<file path="config.mk">
export PLATFORM = sky130hd
export DESIGN_NAME = linked_list_queue_mgr
export DESIGN_NICKNAME = d
export VERILOG_FILES = /design/src/rtl/linked_list_queue_mgr.sv
export SDC_FILE = /design/constraint.sdc
export NUM_CORES = 1
export LEC_CHECK = 0
export BUFFER_PORTS_ARGS = -buffer_cell sky130_fd_sc_hd__buf_2
export CELL_PAD_IN_SITES_DETAIL_PLACEMENT = 0
export CELL_PAD_IN_SITES_GLOBAL_PLACEMENT = 1
export CORE_UTILIZATION = 30
export CTS_CLUSTER_DIAMETER = 200
export CTS_CLUSTER_SIZE = 8
export DETAILED_ROUTE_END_ITERATION = 10
export PLACE_DENSITY_LB_ADDON = 0.1
export SLEW_MARGIN = 25
export SYNTH_ARGS = -nofsm -noshare
export SYNTH_HDL_FRONTEND = slang
export SYNTH_SLANG_ARGS = --single-unit
</file>
<file path="constraint.sdc">
create_clock -name clk -period 5.4 [get_ports clk]
set_input_delay 0.27 -clock clk [delete_from_list [all_inputs] [get_ports clk]]
set_output_delay 0.27 -clock clk [all_outputs]
set_load 0.01 [all_outputs]
</file>
<file path="src/rtl/linked_list_queue_mgr.sv">
// linked_list_queue_mgr
//   FIFOS logical queues sharing one DEPTH-entry storage pool. Each queue is a
//   singly linked chain through the link RAM. Unused entries form a free list.
//   A hardware initialiser builds the free list after reset. Queues support a
//   single-cycle flush that splices the whole chain back onto the free list.
//
// Ports
//   clk, rst_n              clock, asynchronous active-low reset
//   push, push_fifo, d      enqueue d onto queue push_fifo
//   pop, pop_fifo           dequeue head of queue pop_fifo -> q/q_valid next cycle
//   flush, flush_fifo       drop the whole contents of queue flush_fifo
//   q, q_valid              registered pop data and strobe
//   ready                   initialisation complete
//   empty, fifo_full        per-queue flags
//   full, almost_full       pool flags derived from free_count
//   free_count              free entries, 0..DEPTH
//   count                   per-queue occupancy, queue i at [i*CW +: CW]
//   error                   sticky: a push or pop was rejected
//
// state | meaning
// INIT  | writing link[i] = i+1 to chain every entry into the free list
// RUN   | free list valid, commands accepted
module linked_list_queue_mgr #(
  parameter int WIDTH        = 8,
  parameter int DEPTH        = 32,
  parameter int FIFOS        = 8,
  parameter int MAX_PER_FIFO = DEPTH,
  parameter int AF_THRESH    = 4,
  localparam int LW = $clog2(DEPTH),
  localparam int CW = LW + 1,
  localparam int FW = $clog2(FIFOS)
) (
  input  logic                clk,
  input  logic                rst_n,
  input  logic                push,
  input  logic [FW-1:0]       push_fifo,
  input  logic [WIDTH-1:0]    d,
  input  logic                pop,
  input  logic [FW-1:0]       pop_fifo,
  input  logic                flush,
  input  logic [FW-1:0]       flush_fifo,
  output logic [WIDTH-1:0]    q,
  output logic                q_valid,
  output logic                ready,
  output logic [FIFOS-1:0]    empty,
  output logic [FIFOS-1:0]    fifo_full,
  output logic                full,
  output logic                almost_full,
  output logic [CW-1:0]       free_count,
  output logic [FIFOS*CW-1:0] count,
  output logic                error
);

  localparam logic [CW-1:0] MAX_C   = CW'(MAX_PER_FIFO);
  localparam logic [CW-1:0] AF_C    = CW'(AF_THRESH);
  localparam logic [LW-1:0] LAST_IX = LW'(DEPTH - 1);

  typedef enum logic [0:0] {INIT, RUN} state_t;

  state_t           state;
  logic [LW-1:0]    init_idx;
  logic [WIDTH-1:0] data_mem [DEPTH];
  logic [LW-1:0]    link_mem [DEPTH];
  logic [LW-1:0]    head     [FIFOS];
  logic [LW-1:0]    tail     [FIFOS];
  logic [CW-1:0]    cnt      [FIFOS];
  logic [LW-1:0]    free_head, free_tail;
  logic [CW-1:0]    free_cnt;

  logic          push_ok, pop_ok, flush_ok, same_q;
  logic [LW-1:0] push_e, pop_e;

  assign push_ok  = ready && push && !flush && (free_cnt != '0) && (cnt[push_fifo] != MAX_C);
  assign pop_ok   = ready && pop && !flush && (cnt[pop_fifo] != '0);
  assign flush_ok = ready && flush && (cnt[flush_fifo] != '0);
  assign same_q   = (push_fifo == pop_fifo);
  assign push_e   = free_head;
  assign pop_e    = head[pop_fifo];

  always_ff @(posedge clk) begin
    if (push_ok) data_mem[push_e] <= d;
  end

  // When the free list is empty free_tail is stale and may name a live entry,
  // so appends to the free list only write a link when the list is non-empty.
  always_ff @(posedge clk) begin
    if (state == INIT) begin
      link_mem[init_idx] <= init_idx + 1'b1;
    end else begin
      if (flush_ok && free_cnt != '0) link_mem[free_tail] <= head[flush_fifo];
      if (push_ok && cnt[push_fifo] != '0) link_mem[tail[push_fifo]] <= push_e;
      if (pop_ok && free_cnt != '0) link_mem[free_tail] <= pop_e;
    end
  end

  always_ff @(posedge clk or negedge rst_n) begin
    if (!rst_n) begin
      state     <= INIT;
      init_idx  <= '0;
      ready     <= 1'b0;
      free_head <= '0;
      free_tail <= '0;
      free_cnt  <= '0;
      q         <= '0;
      q_valid   <= 1'b0;
      error     <= 1'b0;
      for (int i = 0; i < FIFOS; i++) begin
        head[i] <= '0;
        tail[i] <= '0;
        cnt[i]  <= '0;
      end
    end else begin
      case (state)
        INIT: begin
          init_idx <= init_idx + 1'b1;
          if (init_idx == LAST_IX) begin
            free_head <= '0;
            free_tail <= LAST_IX;
            free_cnt  <= CW'(DEPTH);
            ready     <= 1'b1;
            state     <= RUN;
          end
        end
        RUN: begin
          q_valid <= pop_ok;
          if (pop_ok) q <= data_mem[pop_e];
          if ((push && !push_ok) || (pop && !pop_ok)) error <= 1'b1;

          if (flush_ok) begin
            if (free_cnt == '0) free_head <= head[flush_fifo];
            free_tail           <= tail[flush_fifo];
            free_cnt            <= free_cnt + cnt[flush_fifo];
            cnt[flush_fifo]     <= '0;
          end else begin
            // With one free entry left, a simultaneous push consumes it and the
            // popped entry becomes the only free entry.
            if (push_ok)
              free_head <= (pop_ok && free_cnt == CW'(1)) ? pop_e : link_mem[free_head];
            else if (pop_ok && free_cnt == '0)
              free_head <= pop_e;
            if (pop_ok) free_tail <= pop_e;
            if (push_ok && !pop_ok) free_cnt <= free_cnt - CW'(1);
            if (pop_ok && !push_ok) free_cnt <= free_cnt + CW'(1);

            if (pop_ok) begin
              head[pop_fifo] <= link_mem[pop_e];
              cnt[pop_fifo]  <= cnt[pop_fifo] - CW'(1);
            end
            if (push_ok) begin
              // A queue drained by the same-cycle pop restarts at the new entry.
              if (cnt[push_fifo] == '0 || (pop_ok && same_q && cnt[push_fifo] == CW'(1)))
                head[push_fifo] <= push_e;
              tail[push_fifo] <= push_e;
              cnt[push_fifo]  <= (pop_ok && same_q) ? cnt[push_fifo] : cnt[push_fifo] + CW'(1);
            end
          end
        end
        default: state <= INIT;
      endcase
    end
  end

  always_comb begin
    empty     = '0;
    fifo_full = '0;
    count     = '0;
    for (int i = 0; i < FIFOS; i++) begin
      empty[i]            = (cnt[i] == '0);
      fifo_full[i]        = (cnt[i] == MAX_C);
      count[i*CW +: CW]   = cnt[i];
    end
  end

  assign free_count  = free_cnt;
  assign full        = (free_cnt == '0);
  assign almost_full = (free_cnt <= AF_C);

endmodule
</file>
Yosys cells after proc, flatten, opt, wreduce, memory -nomap -nowiden
Memory sizes are Yosys's and may differ from the RTL's. A register that Yosys moved wholly into a read port is not among the register bits.
Index checks and enable logic that the tools add are counted.
Operators by class
  reduce and logical (&&, ||, !) cells: 52
  bitwise gates (word level): 11
  muxes and demuxes: 81
  order comparisons: 7
  equal/unequal tests: 19
  add/subtract/negate cells: 6
Operators with widths (number)
  2-to-1 mux 48 bit: 5
  2-to-1 mux 40 bit: 5
  bitwise mux 40 bit: 3
  2-to-1 mux 5 bit: 22
  bitwise mux 48 bit: 2
  2-to-1 mux 6 bit: 14
  binary-select mux 5 bit (select 3 bit): 4
  zero test 6 bit: 10
  binary-select mux 6 bit (select 3 bit): 3
  demux 6 bit (select 3 bit): 3
  AND 48 bit: 1
  == test 6 bit, second input constant: 8
  NOT 48 bit: 1
  demux 5 bit (select 3 bit): 2
  nonzero test 6 bit: 4
  logical AND 1 bit: 23
  case mux 5 bit (2 select lines): 2
  2-to-1 mux 1 bit: 15
  adder 6 x 1 -> 6 bit, second input constant: 2
  == test 6 x 1 -> 1 bit, second input constant: 2
  greater-or-equal comparator 4 bit, second input constant: 3
  less-than comparator 4 x 1 -> 1 bit, second input constant: 3
  NOT 3 -> 4 bit: 3
  case mux 6 bit (2 select lines): 1
  20 further kinds: 35
Word-level totals
  register bits after elaboration: 153
  memories: 2
  logic and storage cells: 210
  bits of input ports: 22
  bits in writable memories: 416
Memory list
  data_mem: depth 32, bits a word 8, rd ports 1, clocked after Yosys merged registers in 1, wr ports 1, RTL line 62  | logic [WIDTH-1:0] data_mem [DEPTH];
  link_mem: depth 32, bits a word 5, rd ports 2, clocked after Yosys merged registers in 0, wr ports 2, RTL line 63  | logic [LW-1:0] link_mem [DEPTH];

Depth between registers and ports, before layout
Gate-level depths: netlist of the first run.
  depth in word-level cells: 13
  gate-level depth with buffers: 23
  mapped depth without buffers: 17

Least setup slack after synthesis of the first run
Ideal clock, no wire load.
  path type: in2reg
  from: in pop_fifo[2]
  to: reg free_cnt[5] (netlist: free_count[5])
  arrival: 4000 ps
  buffers on the path: 6
  slack: 1274 ps
  setup time: 126 ps
  cell stages on the path: 19
  path through: buf_4 -> buf_4 -> buf_4 -> buf_6 -> nand2_1 -> o211ai_1 -> a221oi_2 -> ha_1 -> nand4_1 -> o21ai_2 -> inv_2 -> buf_2 -> ha_1 -> clkbuf_1 -> or4_1 -> or3_1 -> o211ai_1 -> o21ai_0 -> o32a_1
Between the ends
  cells in the longest elaborated chain, start to end: 10
  elaborated cells between the ends (all ways): 14
  classes of those cells: eq/ne (1); mux (6); bitwise (1); reduce/logical (6)
Ends and longest elaborated chain
  start: declaration: RTL line 39  | input logic [FW-1:0] pop_fifo,
  NOT 3 -> 4 bit (implied by the code) *: RTL line 74  | assign pop_ok = ready && pop && !flush && (cnt[pop_fifo] != '0);
  binary-select mux 6 bit (select 3 bit) *: RTL line 74
  2-to-1 mux 6 bit (implied by the code) * (2 in a row): RTL line 74
  nonzero test 6 bit *: RTL line 74
  logical AND 1 bit *: RTL line 74
  net pop_ok: RTL line 70  | logic push_ok, pop_ok, flush_ok, same_q;
  logical AND 1 bit / zero test 1 bit (equally long branches): RTL line 143, 142
  2-to-1 mux 6 bit / logical AND 1 bit (equally long branches): RTL line 143, 142
  2-to-1 mux 6 bit / != test 4 x 1 -> 1 bit (equally long branches)
  case mux 6 bit (2 select lines) / AND reduction 2 bit (equally long branches)
  end signal: assignment: RTL line 132  | free_cnt <= free_cnt + cnt[flush_fifo];
  end signal: assignment: RTL line 142  | if (push_ok && !pop_ok) free_cnt <= free_cnt - CW'(1);
  end signal: assignment: RTL line 143  | if (pop_ok && !push_ok) free_cnt <= free_cnt + CW'(1);
  end: declaration: RTL line 68  | logic [CW-1:0] free_cnt;
The timed path passes the listed nets; every way through them passes the cells marked *. The select of a mux whose other input is x is not followed.
A chain may end at the register's enable or synchronous reset.

Worst setup path after layout of the first run
  from: reg cnt, in the netlist count[42]
  to: reg head[29] (netlist bit)
Between the ends
  cells in the longest elaborated chain, start to end: 11
  elaborated cells between the ends (all ways): 28
  classes of those cells: eq/ne (2); mux (15); bitwise (1); reduce/logical (10)
Ends and longest elaborated chain
  start: declaration: RTL line 66  | logic [CW-1:0] cnt [FIFOS];
  start signal: indexed assignment: RTL line 147  | cnt[pop_fifo] <= cnt[pop_fifo] - CW'(1);
  start signal: indexed assignment: RTL line 154  | cnt[push_fifo] <= (pop_ok && same_q) ? cnt[push_fifo] : cnt[push_fifo] + CW'(1);
  binary-select mux 6 bit (select 3 bit): RTL line 74
  2-to-1 mux 6 bit (implied by the code) (2 in a row): RTL line 74
  nonzero test 6 bit: RTL line 74
  logical AND 1 bit: RTL line 74
  2-to-1 mux 40 bit: RTL line 145  | if (pop_ok) begin
  2-to-1 mux 40 bit: RTL line 129  | if (flush_ok) begin
  2-to-1 mux 40 bit: RTL line 113  | case (state)
  bitwise mux 40 bit: RTL line 152  | head[push_fifo] <= push_e;
  2-to-1 mux 40 bit: RTL line 151  | if (cnt[push_fifo] == '0 || (pop_ok && same_q && cnt[push_fifo] == CW'(1)))
  2-to-1 mux 40 bit: RTL line 149  | if (push_ok) begin
  end signal: indexed assignment: RTL line 146  | head[pop_fifo] <= link_mem[pop_e];
  end signal: indexed assignment: RTL line 152
  end: declaration: RTL line 64  | logic [LW-1:0] head [FIFOS];
Parallel ways exist; a longest one is shown, timed or not. The select of a mux whose other input is x is not followed.

==> results.md, run 1 <==
* RSZ-0062 raised after global routing: false
* Dpl cell area at 33670 µm²
* Max Slew Vio Count at 0
* Max Fclk at 0.2197 GHz
* Seq. cell area at ~17000 µm²
* Hold_buf cts at 3
* Sequential share of power at 0.334
* RR Endpoint: head[29]
* P_int at between 0.01 and 0.015 W
* Crit Path Category: reg -> reg
* Static leakage at approximately 13 nW
* Hold/Removal Path Class: in -> async
* Hold Violations, Final at 0
* CTS tree: built
* Seq cells post-synth at 577
* Synth Instances at approximately 3000
* Worst R2R Path Depth at 13
* CP delay by family, top: simple AND/OR/NAND/NOR gates
* DIE AREA at 106700 µm²
* Slowest CP cell: nor4_2
* Residual DRC at 0
* Slew HR at 0.2676
* Initial antenna violation count at 3
* Layout area overhead at 14.30%
* Mapped Avg Cell Area at around 11 µm²
* Post-CTS sizing at 0
* Initial Util at 0.3041
* DP Worst Slack at between 0.6 and 0.7 ns
* Final nets at between 3000 and 4000
* Sw frac at 0.4254
* Core ar. at 103900 µm²
* First-pass GRT wire length at approximately 190000 µm
* WP buf/inv at 1
* Die Wd at ~330 µm
* H-tree depth at 3
* Worst r2r src: count[42]
* Combinational Power Share at 0.399
* Root buf cell: clkbuf_16
* Post-synth ARST share at 0.2790
* Worst Skew at 0.04161 ns
* Setup Viol. Count Final at 0
* Setup WS post-layout at about 0.85 ns
* HPWL after DPL at 88650 µm
* GP Congestion at 0.9304
* CTS max path bufs at 3
* Final instance area at 36130 µm²
* Most used cell along the critical path: nand2_1
* PortBufs at around 100
* Register area share after synthesis at 0.5227
* Post-CTS setup buffer count at 0
* Total global routing overflow at 0
* Wirelength, routed at roughly 130000 µm
* CP required at slightly below 6 ns
* Die height at approximately 330 µm
* Fin crit period at between 4 and 5 ns
* Overall power at 0.01859 W
* DR vias at 26030
* Via density at between 5 and 6
* Largest net degree at the start of global routing at roughly 140
* Tcrit/Tclk final at 0.8429
* CTS Sinks at 577
* Mapped Area at 31610 µm²
* CP max FO at 9
* Max-cap violations at 0
* Starting DRC count in detailed routing at around 2400
* TritonCTS buffer count at 82
* VDD IR max at roughly 0.00026 V
* Crit path DAT at around 5.1 ns
* DRT antenna net count at 0
* Clock power frac at 0.266
* Worst Setup SP: count[42]
* Multi-input logic area at 14000 µm²
* Net switching power at between 0.007 and 0.008 W
* Primary FF master, synth: edfxtp_1
* Avg WL per Cell at just under 30 µm
* Power density over cell area at between 500 and 600 nW/µm²
* Gr usage total at 0.2401
* Syn Nets at roughly 3000
* Layout cells sized above 1 at 0.1757
* Reg-to-reg slack, setup at between 0.8 and 0.9 ns
* Vias in the first global route at around 26000
* EDFF count, synth at about 420
* Netlist cell types at 94
* Skew-Pair Late Insertion Delay at between 0.6 and 0.7 ns
* Slowest Stage Delay on Critical Path at between 0.9 and 1 ns
* Status: finished clean
* Critical Path End Type: flip-flop
* Layout filler cell count at roughly 10000
* Setup_tns at 0 ns
* Io pins at 105
* CP Cell Sequence: mux2_2 > nand2_1 > a31oi_1 > a21oi_1 > ha_1 > inv_1 > a2111oi_0 > and4b_1 > nor4_2 > nor2b_1 > nand2_1 > o22ai_1 > nor2_1
* Row count at approximately 120
* DR pass1 iterations at 5
* CTS clk-pin slew, worst paths at roughly 0.06 ns
* Yosys warnings at 0
* CP Launch Type: flip-flop
* Slew @ Worst Pin at approximately 1.1 ns
worst register-to-register path, stage by stage (launching register included):
cell and delay, ns:
dfrtp_1 0.69, mux2_2 0.27, nand2_1 0.05, a31oi_1 0.17
a21oi_1 0.08, ha_1 0.24, inv_1 0.10, a2111oi_0 0.06
and4b_1 0.45, nor4_2 0.94, nor2b_1 0.74, nand2_1 0.33
o22ai_1 0.25, nor2_1 0.06
logic make-up after synthesis:
group / Yosys count / synth area share
simple gates: 1238 / 0.1759
compound gates: 604 / 0.1317
flops: 577 / 0.5227
mux: 258 / 0.1169
buf+inv: 246 / 0.03753
xor+xnor: 30 / 0.008313
fa+ha+maj: 17 / 0.006967
final cells by class:
cell class | count | area share
Antenna cell | 2 | 0.0001385
Clock inverter | 6 | 0.003290
Multi-Input combinational cell | 2147 | 0.3877
Clock buffer | 131 | 0.06248
Inverter | 25 | 0.002598
Tap cell | 1380 | 0.04780
Sequential cell | 577 | 0.4576
Timing Repair Buffer | 210 | 0.03841
flip-flops by register name (all words and copies together), names as in the netlist:
register and flops:
data_mem 256, link_mem 160, count 48, head 40
tail 40, q 8, free_count 6, free_head 5
free_tail 5, init_idx 5, error 1, q_valid 1
ready 1, state 1
worst max path at each step:
stage | slack [ns] | endpoint | depth (start not counted)
2_1_floorplan | 1.27 | free_count[5] | 19
3_3_place_gp | 0.67 | link_mem[16][1] | 11
3_5_place_dp | 0.67 | count[40] | 12
5_1_grt | 0.70 | head[29] | 13
4_1_cts | 0.98 | head[29] | 13
6_report | 0.85 | head[29] | 13
power by group through the flow:
stage                     Combinational (W)  Clock (W)  Sequential, W
after floorplan                     0.00452          0        0.00584
after global placement              0.00734          0        0.00627
after detailed placement            0.00739          0        0.00627
after CTS                           0.00741    0.00507        0.00619
after global routing                0.00786    0.00522        0.00625
final                               0.00742    0.00495        0.00622
per-layer routing:
metal / up-vias / track usage / share of wire
met2: 1113 / 0.3870 / 0.47
met3: 211 / 0.03607 / 0.061
met4: 0 / 0.07477 / 0.030
li1: 11330 / - / -
met1: 13370 / 0.3312 / 0.44
met5: - / 0 / 0
synth_stat cells (11+ instances only):
| cell type | number | area share |
|---|---|---|
| and3_1 | 50 | 0.0099 |
| nand4_1 | 15 | 0.0030 |
| ha_1 | 16 | 0.0063 |
| a22oi_1 | 15 | 0.0036 |
| mux2_1 | 15 | 0.0053 |
| o221ai_1 | 25 | 0.0069 |
| clkbuf_1 | 98 | 0.012 |
| a2111oi_0 | 19 | 0.0053 |
| nor2_1 | 158 | 0.019 |
| mux2i_1 | 64 | 0.020 |
| mux2_2 | 101 | 0.036 |
| buf_2 | 66 | 0.010 |
| a221oi_1 | 15 | 0.0042 |
| o22ai_1 | 124 | 0.025 |
| o211ai_1 | 12 | 0.0029 |
| nor2b_1 | 23 | 0.0046 |
| inv_1 | 19 | 0.0023 |
| a21oi_1 | 53 | 0.0084 |
| buf_1 | 18 | 0.0021 |
| o21ai_0 | 124 | 0.020 |
| a31oi_1 | 29 | 0.0057 |
| xor2_1 | 14 | 0.0039 |
| o21ai_1 | 26 | 0.0041 |
| nand3_1 | 196 | 0.031 |
| edfxtp_1 | 416 | 0.40 |
| nand2_1 | 675 | 0.080 |
| nor3_1 | 26 | 0.0041 |
| dfrtp_1 | 161 | 0.13 |
| mux4_2 | 75 | 0.053 |
| xnor2_1 | 16 | 0.0044 |
| a311oi_1 | 49 | 0.014 |
| buf_6 | 11 | 0.0039 |
| buf_4 | 25 | 0.0059 |
layout by cell type (no fill, tap or decap), types with 16 or more instances in the layout:
| cell | count |
|---|---|
| a2111oi_0 | 19 |
| a21oi_1 | 53 |
| a311oi_1 | 49 |
| a31oi_1 | 29 |
| and3_1 | 50 |
| buf_2 | 103 |
| buf_4 | 99 |
| clkbuf_1 | 48 |
| clkbuf_16 | 83 |
| dfrtp_1 | 156 |
| edfxtp_1 | 416 |
| ha_1 | 16 |
| inv_1 | 19 |
| mux2_2 | 99 |
| mux2i_1 | 61 |
| mux4_2 | 75 |
| nand2_1 | 675 |
| nand3_1 | 195 |
| nor2_1 | 157 |
| nor2b_1 | 23 |
| nor3_1 | 26 |
| o21ai_0 | 123 |
| o21ai_1 | 26 |
| o221ai_1 | 25 |
| o22ai_1 | 122 |
metrics by stage:
stage               hold WS (ns)  std cells  utilization
detailed placement        0.3431       4335       0.3240
global route              0.2501       4476       0.3475
floorplan               -0.02559       2970            -
CTS                       0.1973       4475       0.3471
finish                    0.1950       4478       0.3476
global placement          0.3364       4334       0.3239
No activity file was read; power rests on OpenSTA's default activity.
==> run 2: changes to the inputs <==
- clock period: 5.4 -> 4.66 ns (I/O delays scaled with it)
==> run 2 against run 1 <==
Effect of this change: sequential cell count did not move; setup slack worse by 0.20 ns; wire length grew 0.31%; sequential share of layout area down 0.80 points; final cell count up 1.4%; global-route usage up 0.26 points; combinational power rose by 16%; largest power group unchanged; highest routed layer unchanged.
==> results.md, run 2 (same netlist as run 1, synthesis figures left out) <==
* Starting DRC count in detailed routing at 2640 (was 2418)
* GR Util met3 at 0.02975 (was 0.03607)
* Slew HR at 0.2672 (was 0.2676)
* First-pass GRT wire length at 188900 µm (was 187500 µm)
* CP Launch Type: flip-flop (unchanged)
* CTS tree: built (unchanged)
* Layout cells sized above 1 at 0.1934 (was 0.1757)
* CTS max path bufs at 3 (unchanged)
* Worst Skew at 0.06737 ns (was 0.04161 ns)
* Root buf cell: clkbuf_16 (unchanged)
* Crit Path Category: reg -> reg (unchanged)
* Vias in the first global route at 25240 (was 25600)
* Slew @ Worst Pin at 1.091 ns (was 1.090 ns)
* Dpl cell area at 34360 µm² (was 33670 µm²)
* Met1 usage at 0.3378 (was 0.3312)
* Tcrit/Tclk final at 0.8601 (was 0.8429)
* Post-CTS setup buffer count at 0 (unchanged)
* CP max FO at 8 (was 9)
* TritonCTS buffer count at 82 (unchanged)
* Fin crit period at 4.008 ns (was 4.551 ns)
* Row count at 118 (unchanged)
* Dpl cells at 4404 (was 4335)
* Final std cells w/o fill at 4540 (was 4478)
* Hold Violations, Final at 0 (unchanged)
* DR pass1 iterations at 6 (was 5)
* Static leakage at 13.68 nW (was 13.31 nW)
* Clock power frac at 0.264 (was 0.266)
* Multi-input logic area at 14000 µm² (about the same)
* CTS clk-pin slew, worst paths at 0.06 ns (about the same)
* Core ar. at 103900 µm² (unchanged)
* Wirelength, routed at 131000 µm (was 130500 µm)
* DP Worst Slack at 0.4464 ns (was 0.6741 ns)
* Total global routing overflow at 0 (unchanged)
* Biggest register: data_mem (unchanged)
* Global route hottest layer: met2 (unchanged)
* CTS Sinks at 577 (unchanged)
* DIE AREA at 106700 µm² (unchanged)
* VDD IR max at 0.0002899 V (was 0.0002647 V)
* Setup WS post-layout at 0.6519 ns (was 0.8485 ns)
* Seq. cell area at 16540 µm² (was 16530 µm²)
* Avg WL per Cell at 28.84 µm (was 29.15 µm)
* Sequential share of power at 0.341 (was 0.334)
* GP Congestion at 0.8981 (was 0.9304)
* RSZ-0062 raised after global routing: false (unchanged)
* Initial Util at 0.3041 (unchanged)
* P_int at 0.01259 W (was 0.01068 W)
* Largest net degree at the start of global routing at 86 (was 136)
* Sw frac at 0.4210 (was 0.4254)
* Max Fclk at 0.2495 GHz (was 0.2197 GHz)
* DR vias at 25880 (was 26030)
* Crit path DAT at 4.56 ns (was 5.09 ns)
* Combinational Power Share at 0.395 (was 0.399)
* Setup Viol. Count Final at 0 (unchanged)
* HPWL after DPL at 89020 µm (was 88650 µm)
* Layout area overhead at 16.38% (was 14.30%)
* Overall power at 0.02174 W (was 0.01859 W)
* Io pins at 105 (unchanged)
* Met2 usage at 0.3910 (was 0.3870)
* Net switching power at 0.009153 W (was 0.007908 W)
* Layout filler cell count at 10440 (was 10470)
* Skew-Pair Late Insertion Delay at 0.69 ns (was 0.67 ns)
* Die Wd at 326.6 µm (unchanged)
* Max reg flops at 256 (unchanged)
* DRT antenna net count at 0 (unchanged)
* Gr usage total at 0.2427 (was 0.2401)
* Final instance area at 36780 µm² (was 36130 µm²)
* Hold/Removal Path Class: in -> reg (was in -> async)
* Status: finished clean (unchanged)
* Critical Path End Type: flip-flop (unchanged)
* Most frequent cells in the layout: 675 x nand2_1, 416 x edfxtp_1, 196 x nand3_1 (was 675 x nand2_1, 416 x edfxtp_1, 195 x nand3_1)
* H-tree depth at 3 (unchanged)
* Residual DRC at 0 (unchanged)
* Initial antenna violation count at 6 (was 3)
* Max Slew Vio Count at 0 (unchanged)
* Via density at 5.700 (was 5.813)
* Commonest non-fill, non-tap cell in the layout: nand2_1 (unchanged)
* CP required at 5.22 ns (was 5.94 ns)
* PortBufs at 104 (unchanged)
* Power density over cell area at 591.1 nW/µm² (was 514.6 nW/µm²)
* Setup_tns at 0 ns (unchanged)
* Final nets at 3150 (was 3082)
* Die height at 326.6 µm (unchanged)
* Max-cap violations at 0 (unchanged)
## run 2: power by group through the flow
stage          combinational [W]  sequential, W  clock (W)
2_1_floorplan            0.00524        0.00676          0
3_3_place_gp             0.00859        0.00751          0
3_5_place_dp             0.00860        0.00750          0
4_1_cts                  0.00863        0.00740    0.00587
5_1_grt                  0.00920        0.00747    0.00605
6_report                 0.00860        0.00741    0.00573
## run 2: final cells by class
cell class	instances	share of cell area
inverter	25	0.002551
antenna	1	0.00006803
multi-input combinational	2147	0.3806
sequential	577	0.4496
timing repair buffer	278	0.05548
clock buffer	125	0.06017
clock inverter	7	0.004592
tap	1380	0.04694
## run 2: worst max-delay path, cell delays in order (launching register included)
cell and delay (ns):
dfrtp_1 0.62, mux2_2 0.24, nand2_1 0.05, a31oi_1 0.19
a21oi_1 0.09, ha_1 0.23, inv_1 0.10, a2111oi_0 0.06
and4b_1 0.29, nor2_8 0.13, inv_2 0.13, ha_1 0.31
or4_1 0.53, or3_1 0.32, o211ai_1 0.09, o21ai_0 0.13
o32a_1 0.34
## run 2: stage by stage
stage,util,hold WS (ns)
final,0.3539,0.1459
after detailed placement,0.3306,0.3476
after global routing,0.3539,0.1661
after floorplan,-,-0.06259
after CTS,0.3538,0.1287
after global placement,0.3306,0.3314
## run 2: worst paths after layout
check                               start              end  slack (ns)  cells past startpoint
worst min register to register       q[1]             q[1]        0.48                      1
worst max register to register  count[42]    free_count[5]        0.65                     16
min in group asynchronous           rst_n         count[4]        0.16                      2
max in group asynchronous           rst_n     free_head[2]        3.36                      3
worst max-delay path            count[42]    free_count[5]        0.65                     16
worst min-delay path                 d[7]  data_mem[22][7]        0.15                      1
## run 2: what timing repair did
item | 4_1_cts | 5_1_grt
endpoints found under the setup margin | 0 | 0
resized for setup | 0 | 0
endpoints found under the hold margin | 82 | 0
hold buffers | 3 | 0
## run 2: metal layers
layer,vias up,wire length [µm]
met5,-,0
met4,0,3998
met3,226,7798
met2,1035,61390
met1,13150,57770
li1,11470,-
